**src/rtl/wishbone_pkg.sv**
```systemverilog
// Shared Wishbone types and constants used by the subordinate register block.
package wishbone_pkg;
  typedef enum logic [1:0] {IDLE, WAIT, RESP} wb_sub_state_t;

  localparam logic [31:0] WB_UNMAPPED_DATA = 32'hDEAD_BEEF;
  localparam int          WB_WINDOW_WORDS  = 16;

  // One committed write into the register bank.
  typedef struct packed {
    logic        we;
    logic [3:0]  idx;
    logic [3:0]  sel;
    logic [31:0] dat;
  } wb_wr_req_t;
endpackage

```
**src/rtl/wb_reg_bank.sv**
```systemverilog
// Bank of NUM_REGS 32-bit registers with byte-lane writes and per-register commit pulses.
module wb_reg_bank
  import wishbone_pkg::*;
#(
  parameter int NUM_REGS = 8
) (
  input  logic                      CLK,
  input  logic                      nRST,
  input  wb_wr_req_t                wr,
  output logic [NUM_REGS-1:0][31:0] regs,
  output logic [NUM_REGS-1:0]       wr_pulse
);

  for (genvar g = 0; g < NUM_REGS; g++) begin : g_reg
    logic        hit;
    logic [31:0] q;
    logic        pls;

    assign hit = wr.we && (wr.idx == 4'(g));

    always_ff @(posedge CLK or negedge nRST) begin
      if (!nRST) begin
        q   <= '0;
        pls <= 1'b0;
      end else begin
        pls <= hit;
        for (int k = 0; k < 4; k++)
          if (hit && wr.sel[k]) q[8*k +: 8] <= wr.dat[8*k +: 8];
      end
    end

    assign regs[g]     = q;
    assign wr_pulse[g] = pls;
  end

endmodule

```
**src/rtl/wishbone_subordinate_regs.sv**
```systemverilog
// Wishbone classic subordinate: window decode, wait-state FSM and register/status read mux.
module wishbone_subordinate_regs
  import wishbone_pkg::*;
#(
  parameter logic [31:0] BASE_ADDR   = 32'h3000_0000,
  parameter int          NUM_REGS    = 8,
  parameter int          WAIT_CYCLES = 1
) (
  input  logic                     CLK,
  input  logic                     nRST,
  input  logic [31:0]              ADR_I,
  input  logic [31:0]              DAT_I,
  input  logic [3:0]               SEL_I,
  input  logic                     WE_I,
  input  logic                     STB_I,
  input  logic                     CYC_I,
  output logic [31:0]              DAT_O,
  output logic                     ACK_O,
  output logic [32*NUM_REGS-1:0]   REGS_O,
  output logic [NUM_REGS-1:0]      WR_PULSE_O,
  input  logic [31:0]              STATUS_I
);

  localparam logic [3:0] WAIT_INIT = 4'((WAIT_CYCLES > 0) ? WAIT_CYCLES - 1 : 0);
  localparam logic [4:0] NREG      = 5'(NUM_REGS);

  wb_sub_state_t state, state_nxt;
  logic [3:0]    cnt, cnt_nxt;
  logic          enter_resp;

  logic [31:0]   offset, rdata;
  logic [3:0]    idx;
  logic          req, hit, is_reg, is_status;
  wb_wr_req_t    wr;
  logic [NUM_REGS-1:0][31:0] regs;

  // Unsigned wrap of the subtraction folds "below base" into "offset too large".
  assign offset    = ADR_I - BASE_ADDR;
  assign idx       = offset[5:2];
  assign req       = CYC_I & STB_I;
  assign hit       = req & (offset < 32'(4 * WB_WINDOW_WORDS));
  assign is_reg    = {1'b0, idx} < NREG;
  assign is_status = {1'b0, idx} == NREG;

  always_comb begin
    state_nxt  = state;
    cnt_nxt    = cnt;
    enter_resp = 1'b0;
    unique case (state)
      IDLE:
        if (hit) begin
          if (WAIT_CYCLES == 0) begin
            state_nxt  = RESP;
            enter_resp = 1'b1;
          end else begin
            state_nxt = WAIT;
            cnt_nxt   = WAIT_INIT;
          end
        end
      WAIT:
        if (!req) begin
          state_nxt = IDLE;
          cnt_nxt   = '0;
        end else if (cnt == '0) begin
          if (hit) begin
            state_nxt  = RESP;
            enter_resp = 1'b1;
          end else begin
            state_nxt = IDLE;
          end
        end else begin
          cnt_nxt = cnt - 4'd1;
        end
      RESP:    state_nxt = IDLE;
      default: state_nxt = IDLE;
    endcase
  end

  always_ff @(posedge CLK or negedge nRST) begin
    if (!nRST) begin
      state <= IDLE;
      cnt   <= '0;
    end else begin
      state <= state_nxt;
      cnt   <= cnt_nxt;
    end
  end

  always_comb begin
    rdata = WB_UNMAPPED_DATA;
    if (is_status) rdata = STATUS_I;
    for (int i = 0; i < NUM_REGS; i++)
      if ({1'b0, idx} == 5'(i)) rdata = regs[i];
  end

  // Bus fields are taken on the edge that enters RESP; the manager refreshes them every cycle.
  always_ff @(posedge CLK or negedge nRST) begin
    if (!nRST)                   DAT_O <= '0;
    else if (enter_resp && !WE_I) DAT_O <= rdata;
    else                         DAT_O <= '0;
  end

  assign wr.we  = enter_resp & WE_I & is_reg;
  assign wr.idx = idx;
  assign wr.sel = SEL_I;
  assign wr.dat = DAT_I;

  wb_reg_bank #(.NUM_REGS(NUM_REGS)) u_bank (
    .CLK      (CLK),
    .nRST     (nRST),
    .wr       (wr),
    .regs     (regs),
    .wr_pulse (WR_PULSE_O)
  );

  assign REGS_O = regs;
  assign ACK_O  = (state == RESP);

endmodule

```
**config.mk**
```make
export PLATFORM = sky130hd
export DESIGN_NAME = wishbone_subordinate_regs
export DESIGN_NICKNAME = d
export VERILOG_FILES = /design/src/rtl/wishbone_pkg.sv /design/src/rtl/wb_reg_bank.sv /design/src/rtl/wishbone_subordinate_regs.sv
export SDC_FILE = /design/constraint.sdc
export NUM_CORES = 1
export LEC_CHECK = 0
export ABC_CLOCK_PERIOD_IN_PS = 9300
export BUFFER_PORTS_ARGS = -buffer_cell sky130_fd_sc_hd__buf_2
export CAP_MARGIN = 20
export CELL_PAD_IN_SITES_DETAIL_PLACEMENT = 1
export CELL_PAD_IN_SITES_GLOBAL_PLACEMENT = 1
export CORE_ASPECT_RATIO = 1.2
export CORE_MARGIN = 8
export CORE_UTILIZATION = 44
export DETAILED_ROUTE_END_ITERATION = 7
export PLACE_DENSITY_LB_ADDON = 0.1
export REMOVE_ABC_BUFFERS = 1
export SYNTH_ARGS = -nofsm -noshare
export SYNTH_HDL_FRONTEND = slang
export SYNTH_HIERARCHICAL = 1
export SYNTH_SLANG_ARGS = --single-unit
```
**constraint.sdc**
```tcl
create_clock -name CLK -period 9.3 [get_ports CLK]
set_clock_uncertainty 0.2 [all_clocks]
set_input_delay 0.465 -clock CLK [delete_from_list [all_inputs] [get_ports CLK]]
set_output_delay 0.465 -clock CLK [all_outputs]
set_load 0.03 [all_outputs]
```
# Word-level counts from Yosys, hierarchy flattened
# Cells that the tools add are included.
dict set report word_totals {
  reg_bits 302
  input_bits 105
  out_inout_bits 297
  wordCells 135
}
dict set report op_classes {
  addsub 2
  magnitude_cmp 2
  eq_ne 13
  muxes 23
  n_bitwise 4
  n_reduce_logical 48
}
# operator count
set op_table {}
lappend op_table {{$mux W32} 10}
lappend op_table {{$logic_and A1 B1 Y1} 41}
lappend op_table {{$lt A32 B7 Y1 const B} 1}
lappend op_table {{$sub A32 B30 Y32 const B} 1}
lappend op_table {{$eq A4 B3 Y1 const B} 4}
lappend op_table {{$mux W4} 3}
lappend op_table {{$eq A4 B2 Y1 const B} 2}
lappend op_table {{$logic_not A4 Y1} 2}
lappend op_table {{$mux W2} 4}
lappend op_table {{$pmux W4 S2} 1}
lappend op_table {{$ne A3 B3 Y1 const B} 2}
lappend op_table {{$and A1 B1 Y1} 4}
lappend op_table {{$eq A4 B1 Y1 const B} 1}
lappend op_table {{$eq A4 B4 Y1 const B} 1}
lappend op_table {{$lt A4 B4 Y1 const B} 1}
lappend op_table {{$mux W1} 4}
lappend op_table {{$pmux W2 S2} 1}
lappend op_table {{$sub A4 B1 Y4 const B} 1}
lappend op_table {{$reduce_and A3 Y1} 1}
lappend op_table {{$eq A2 B1 Y1 const B} 1}
lappend op_table {{$eq A2 B2 Y1 const B} 1}
lappend op_table {{$logic_not A2 Y1} 1}
lappend op_table {{$ne A2 B2 Y1 const B} 1}
lappend op_table {{$reduce_and A2 Y1} 1}
lappend op_table {{other kinds (2)} 2}

# Longest topological paths before layout
# Gate-level depths: netlist (run 1).
dict set report logic_depth {
  ltp_word 12
  ltp_mapped 10
  ltp_nobuf 8
}

# Modules after synthesis
# Netlist (run 1), hierarchy kept.
# module n_inst cells_per_inst area_each_um2 seq_area_each_um2
set by_module_without_submodules {}
lappend by_module_without_submodules {wb_reg_bank 1 595 10022.1 6606.3}
lappend by_module_without_submodules {wishbone_subordinate_regs 1 470 3804.9 950.9}

# Worst setup path after synthesis (run 1)
# No wires, ideal clock.
dict set report synth_path {
  path_kind {input port to flip-flop}
  start {input port ADR_I[27]}
  end {register u_bank.g_reg[0].q[0]}
  setup_time_ns 0.125
  arrival_ns 2.761
  t_required_ns 8.975
  setup_slack_ns 6.214
  stages 10
  path_buffers 3
  cell_sequence {nor4_2 -> nand4_1 -> or2_0 -> clkbuf_1 -> nor4_1 -> nor3b_1 -> buf_4 -> buf_6 -> nand3_2 -> mux2_2}
}
# element line_no
set synth_lines {}
lappend synth_lines {{from (decl)} wishbone_subordinate_regs.sv:11} ;# input logic [31:0] ADR_I,
lappend synth_lines {{to (signal, indexed assignment)} wb_reg_bank.sv:28} ;# if (hit && wr.sel[k]) q[8*k +: 8] <= wr.dat[8*k +: 8];
lappend synth_lines {{to (decl)} wb_reg_bank.sv:16} ;# logic [31:0] q;

==> impl_metrics.toml, run 1 <==
[global_routing]
grt_max_degree = 104
grt_use_total = 0.293
grt_pass1_wl_um = 80600
grt_pass1_vias = 12000
grt_antenna_before_repair = 4
grt_remaining_overflow = 0

[place]
dp.final_hpwl_um = 37900
port_buffers = 399
dpl_cell_area_mm2 = 0.0162
post-place-ws_ns = 5.18
place_congestion = 0.819

[clock_tree]
cts-htree-levels = 2
cts-root-buf = "clkbuf_16"
cts_resized = 0
cts_buffer_depth = 3
clock_latency_ns = 0.52
clock-sinks = 302
cts_made_buffers = 34
cts_tree = "built"
post_cts_buffers = 0
path_clk_slew_ns = 0.06

[logic_synthesis]
netlist_area_mm2 = 0.0138
synth_edf_count = 0
yosysTopAreaCellShare = 0.547
postSynth.asyncResetShare = 1.00
synth.area.top_cells = "dfrtp_1 (55%), mux2_2 (21%), mux2i_1 (4.3%)"
yosys.area.top_type = "dfrtp_1"
syn_area_per_cell_um2 = 13.0
synth_ff_type = "dfrtp_1"
yosys_warnings = 6
yosys-top-cells-count = "dfrtp_1 (302), mux2_2 (258), mux2i_1 (60), nor2_1 (57), a21oi_1 (50)"
syn-instance-count = 1065
synthMostInstantiatedCell = "dfrtp_1"
ys_seq_area_frac = 0.547
ys_types = 61
synth-seq-cells = 302

[die]
die_h_um = 210
num_rows = 71
pin_count = 402
core_region_area_mm2 = 0.0312
die_w_um = 178
start_util = 0.443
die-area_mm2 = 0.0374

[power]
seq_power_share = 0.459
share_comb_of_total_power = 0.062
max-vdd-ir-drop_mv = 0.157
powerDensity_mw_per_mm2 = 165
switching_share = 0.235
p_sw_uw = 673
p_int_uw = 2190
leakage_uw = 0.00953
clkPwrFrac = 0.479

[routing]
drtIter0Drc = 756
drc = 0
wire_per_inst_um = 29.4
antenna_left = 0
drt_wl_total_um = 55500
vias = 10900
firstDrtPassIters = 5
vias_per_cell = 5.80

[sta]
setup_tns_ns = 0
max_slew_margin = 0.219
period_needed_ns = 3.90
fmax_mhz = 256
setup_slack_ns = 5.40
holdWs_ns = 0.0571
setup_violations = 0
hold_viol = 0
worst_pin_slew_ns = 1.17
finalCritPeriodShare = 0.419
drv_slew = 0
rsz0062_at_grt = "no"

[setup_path]
crit_path_start = "cnt[0]"
startpoint_type = "flop"
cp.required_ns = 9.50
path_class = "reg2reg"
r2r_start = "cnt[0]"
path_max_fanout = 9
rrSetupSlack_ns = 5.40
critPathArrivalTime_ns = 4.10
end_kind = "flop"

[hold_path]
min_from = "WE_I"
hold_class = "in2reg"

[final_layout]
drive_gt1_frac = 0.527
stdcell_area_mm2 = 0.0173
fin_nets = 1565
utilization = 0.556
fillCellCount = 3339
syn2layout_area_growth_pct = 25.3

[run]
cap_violations = 0

[run_status]
status = "completed"
==> registers in the layout, summed over array words and instances, names as in the netlist <==
| name | cells |
|---|---|
| u_bank/g.pls | 8 |
| u_bank/g.q | 256 |
| DAT_O | 32 |
| state | 2 |
| cnt | 4 |
==> per-stage QoR <==
| stage | std cells | power, uW |
|---|---|---|
| CTS | 1882 | 2880 |
| global route | 1884 | 2940 |
| global placement | 1822 | 1510 |
| floorplan | 1007 | 1390 |
| finish | 1884 | 2860 |
| detailed placement | 1822 | 1510 |
==> final timing paths <==
| check | endpoint | depth (start not counted) |
|---|---|---|
| max | u_bank/g_reg[3].q[30] | 10 |
| max reg2reg | u_bank/g_reg[3].q[30] | 10 |
| max in group asynchronous | u_bank/g_reg[6].q[25] | 4 |
| min reg2reg | state[0] | 1 |
| min | DAT_O[16] | 3 |
| min in group asynchronous | u_bank/g_reg[4].q[18] | 2 |
==> critical path: stages (launching register included) <==
cell     delay, ns
dfrtp_1       0.41
inv_1         0.09
ha_1          0.17
nor3b_1       0.35
nand2_1       0.20
nor4_2        0.24
buf_4         0.21
nor3b_2       0.66
buf_4         0.31
nand4_2       0.45
mux2_2        0.47
==> metal layers <==
layer	track usage	vias up	wire [um]
li1	-	4722	-
met1	0.365	5687	22200
met2	0.489	414	27200
met3	0.0723	104	4170
met4	0.104	4	1810
met5	0	-	27
==> final cells by class <==
cell class,count,area (um^2),share of cell area
timing repair buffer,415,2130,0.123
clock buffer,52,1040,0.0602
inverter,8,30.0,0.00173
tap,401,502,0.0290
antenna,2,5.00,0.000289
multi-input combinational,697,5970,0.344
sequential,302,7560,0.436
clock inverter,7,87.6,0.00506
==> kinds of logic after synthesis <==
kind of cell | Yosys count | synth area share
flip-flops | 302 | 0.547
buffers and inverters | 66 | 0.0245
AO/OA/AOI/OAI | 179 | 0.0909
AND/OR/NAND/NOR | 196 | 0.0795
multiplexers | 320 | 0.257
adder cells (fa/ha/maj) | 2 | 0.00181
==> power groups by stage <==
stage | clock network (uW) | registers, uW | logic [uW]
after floorplan | 0 | 1340 | 54.1
after CTS | 1390 | 1310 | 178
final | 1370 | 1310 | 178
after detailed placement | 0 | 1340 | 177
after global placement | 0 | 1340 | 175
after global routing | 1440 | 1310 | 192
==> placed cells by master, fill, tap and decap left out, types with 6 or more instances in the layout <==
master	count
buf_2	396
dfrtp_1	302
mux2_2	258
mux2i_1	60
nor2_1	53
a21oi_1	50
nand2_1	46
clkbuf_16	37
nor2_2	19
o22ai_1	18
a2bb2oi_1	17
buf_4	17
o21ai_0	16
a32oi_1	15
nand3_2	12
a22o_1	10
nor2b_1	9
nand2b_1	9
clkbuf_1	9
a31oi_1	8
inv_1	8
a221oi_1	6
a21o_1	6
a211oi_2	6
clkbuf_8	6
==> what timing repair did <==
action	CTS	global route
hold buffers	1	0
setup endpoints to repair	0	0
hold endpoints to repair	101	0
(Power assumes the default switching activity.)
==> inputs of run 2 (changes only) <==
- ABC_CLOCK_PERIOD_IN_PS: 9300 -> 3450
- CORE_UTILIZATION: 44 -> 37
- clock period: 9.3 -> 3.45 ns (I/O delays scaled with it)
==> run 2 against run 1 <==
Compared with the run above: utilization is 5.7 points lower; first-iteration DRC count decreased by 45%; via count grew 1.7%; non-clock buffer count is 98 higher; critical path depth down 1; sequential power rose to 2.7 times the previous value; die area rose by 17%; maximum frequency up 20%; largest cell class unchanged.
==> impl_metrics.toml, run 2 (synthesized netlist as in run 1, its figures left out) <==
[global_routing]
grt_use_total = 0.264
grt_pass1_vias = 12300
grt_remaining_overflow = 0
grt_max_degree = 94
grt_pass1_wl_um = 85000
grt_antenna_before_repair = 3

[clock_tree]
cts-htree-levels = 2
path_clk_slew_ns = 0.06
clock_latency_ns = 0.54
cts_tree = "built"
post_cts_buffers = 0
cts-root-buf = "clkbuf_16"
clock-sinks = 302
cts_made_buffers = 35
cts_buffer_depth = 3

[place]
port_buffers = 399
placed_cells = 1930
place_congestion = 0.803
dp.final_hpwl_um = 40900

[run]
cap_violations = 0

[setup_path]
end_kind = "flop"
cp.required_ns = 3.65
critPathArrivalTime_ns = 3.46
rrSetupSlack_ns = 0.19
r2r_start = "cnt[0]"
path_class = "reg2reg"
startpoint_type = "flop"
reg2reg_depth = 9
path_max_fanout = 16
r2r_end = "u_bank/g_reg[3].q[5]"

[routing]
drt_wl_total_um = 59000
vias = 11100
vias_per_cell = 5.41
drtIter0Drc = 417
antenna_left = 0
drc = 0
wire_per_inst_um = 28.7
firstDrtPassIters = 5

[sta]
fmax_mhz = 307
setup_tns_ns = 0
period_needed_ns = 3.26
finalCritPeriodShare = 0.944
drv_slew = 0
holdWs_ns = 0.0220
max_slew_margin = 0.375
setup_violations = 0
worst_pin_slew_ns = 0.935
rsz0062_at_grt = "yes"
hold_viol = 0

[power]
powerDensity_mw_per_mm2 = 424
leakage_uw = 0.0100
max-vdd-ir-drop_mv = 0.356

[die]
die_h_um = 228
start_util = 0.375
core_region_area_mm2 = 0.0369
num_rows = 77
pin_count = 402
die-area_mm2 = 0.0438
die_w_um = 192

[final_layout]
drive_gt1_frac = 0.516
top_register = "u_bank/g.q"
layout_common_cells = "buf_2 (395), dfrtp_1 (302), mux2_2 (258)"
fin_nets = 1664
mostFrequentLayoutCell = "buf_2"
syn2layout_area_growth_pct = 33.0
finalNonFillerCells = 2055
largest_register_ff_count = 256
top_regs = "u_bank/g.q x256, DAT_O x32, u_bank/g.pls x8"

[hold_path]
whs_path_depth = 5
min_to = "DAT_O[6]"
min_from = "STATUS_I[6]"
hold_class = "in2reg"

[run_status]
status = "completed"
-- run 2: changes by cell type in the layout (fill, tap and decap cells not counted), moves of 2 or more --
cell           previous run  this run
clkbuf_8                  6         8
dlygate4sd3_1             1        64
buf_12                    0         7
buf_4                    17        46
-- run 2: metrics by stage --
step / total power (uW) / util / setup slack, ns / instance area, um^2
2_1_floorplan: 3750 / - / -1.05 / 13500
3_3_place_gp: 4120 / 0.451 / 0.299 / 16600
3_5_place_dp: 4120 / 0.451 / 0.239 / 16600
4_1_cts: 7880 / 0.498 / 0.212 / 18400
5_1_grt: 8020 / 0.498 / -0.00883 / 18400
6_report: 7800 / 0.498 / 0.194 / 18400
-- run 2: critical path: stages (launching register included) --
cell and delay, ns:
dfrtp_1 0.40, inv_1 0.09, ha_1 0.16, nor3b_1 0.31, nand2_1 0.18, nor4_2 0.36
nor3b_2 0.23, buf_4 0.31, nand4_2 0.44, mux2_2 0.45
-- run 2: cell type report --
cell class	instances	area (um^2)
antenna	1	2.50
clock buffer	55	1070
clock inverter	5	50.0
fill	4014	18500
inverter	8	30.0
multi-input combinational	697	5970
sequential	302	7560
tap	474	593
timing repair buffer	513	3120
-- run 2: repair_timing --
action                     4_1_cts  5_1_grt
setup endpoints to repair        0        6
gates resized for setup          0        0
hold buffers                    64        0
hold endpoints to repair       377        0
-- run 2: worst max path at each step --
stage | startpoint | to | slack, ns | depth (start not counted)
3_5_place_dp | cnt[0] | u_bank/g_reg[3].q[5] | 0.24 | 9
4_1_cts | cnt[0] | u_bank/g_reg[3].q[5] | 0.21 | 9
2_1_floorplan | cnt[0] | u_bank/g_reg[0].q[0] | -1.05 | 8
5_1_grt | cnt[0] | u_bank/g_reg[3].q[14] | -0.009 | 9
3_3_place_gp | cnt[0] | u_bank/g_reg[3].q[13] | 0.30 | 9
6_report | cnt[0] | u_bank/g_reg[3].q[5] | 0.19 | 9
-- run 2: metal layers --
metal	GRT usage	vias up	routed length [um]
li1	-	4911	-
met1	0.332	5725	23800
met2	0.434	382	28500
met3	0.0701	93	4670
met4	0.0884	4	1960
met5	0	-	27
-- run 2: power by group --
group | internal, uW | total [uW] | switching, uW | leakage [uW]
Combinational | 202 | 569 | 366 | 0.00524
Clock | 2200 | 3690 | 1480 | 0.000555
Sequential | 3540 | 3540 | 0.000000221 | 0.00422
Total | 5950 | 7800 | 1850 | 0.0100
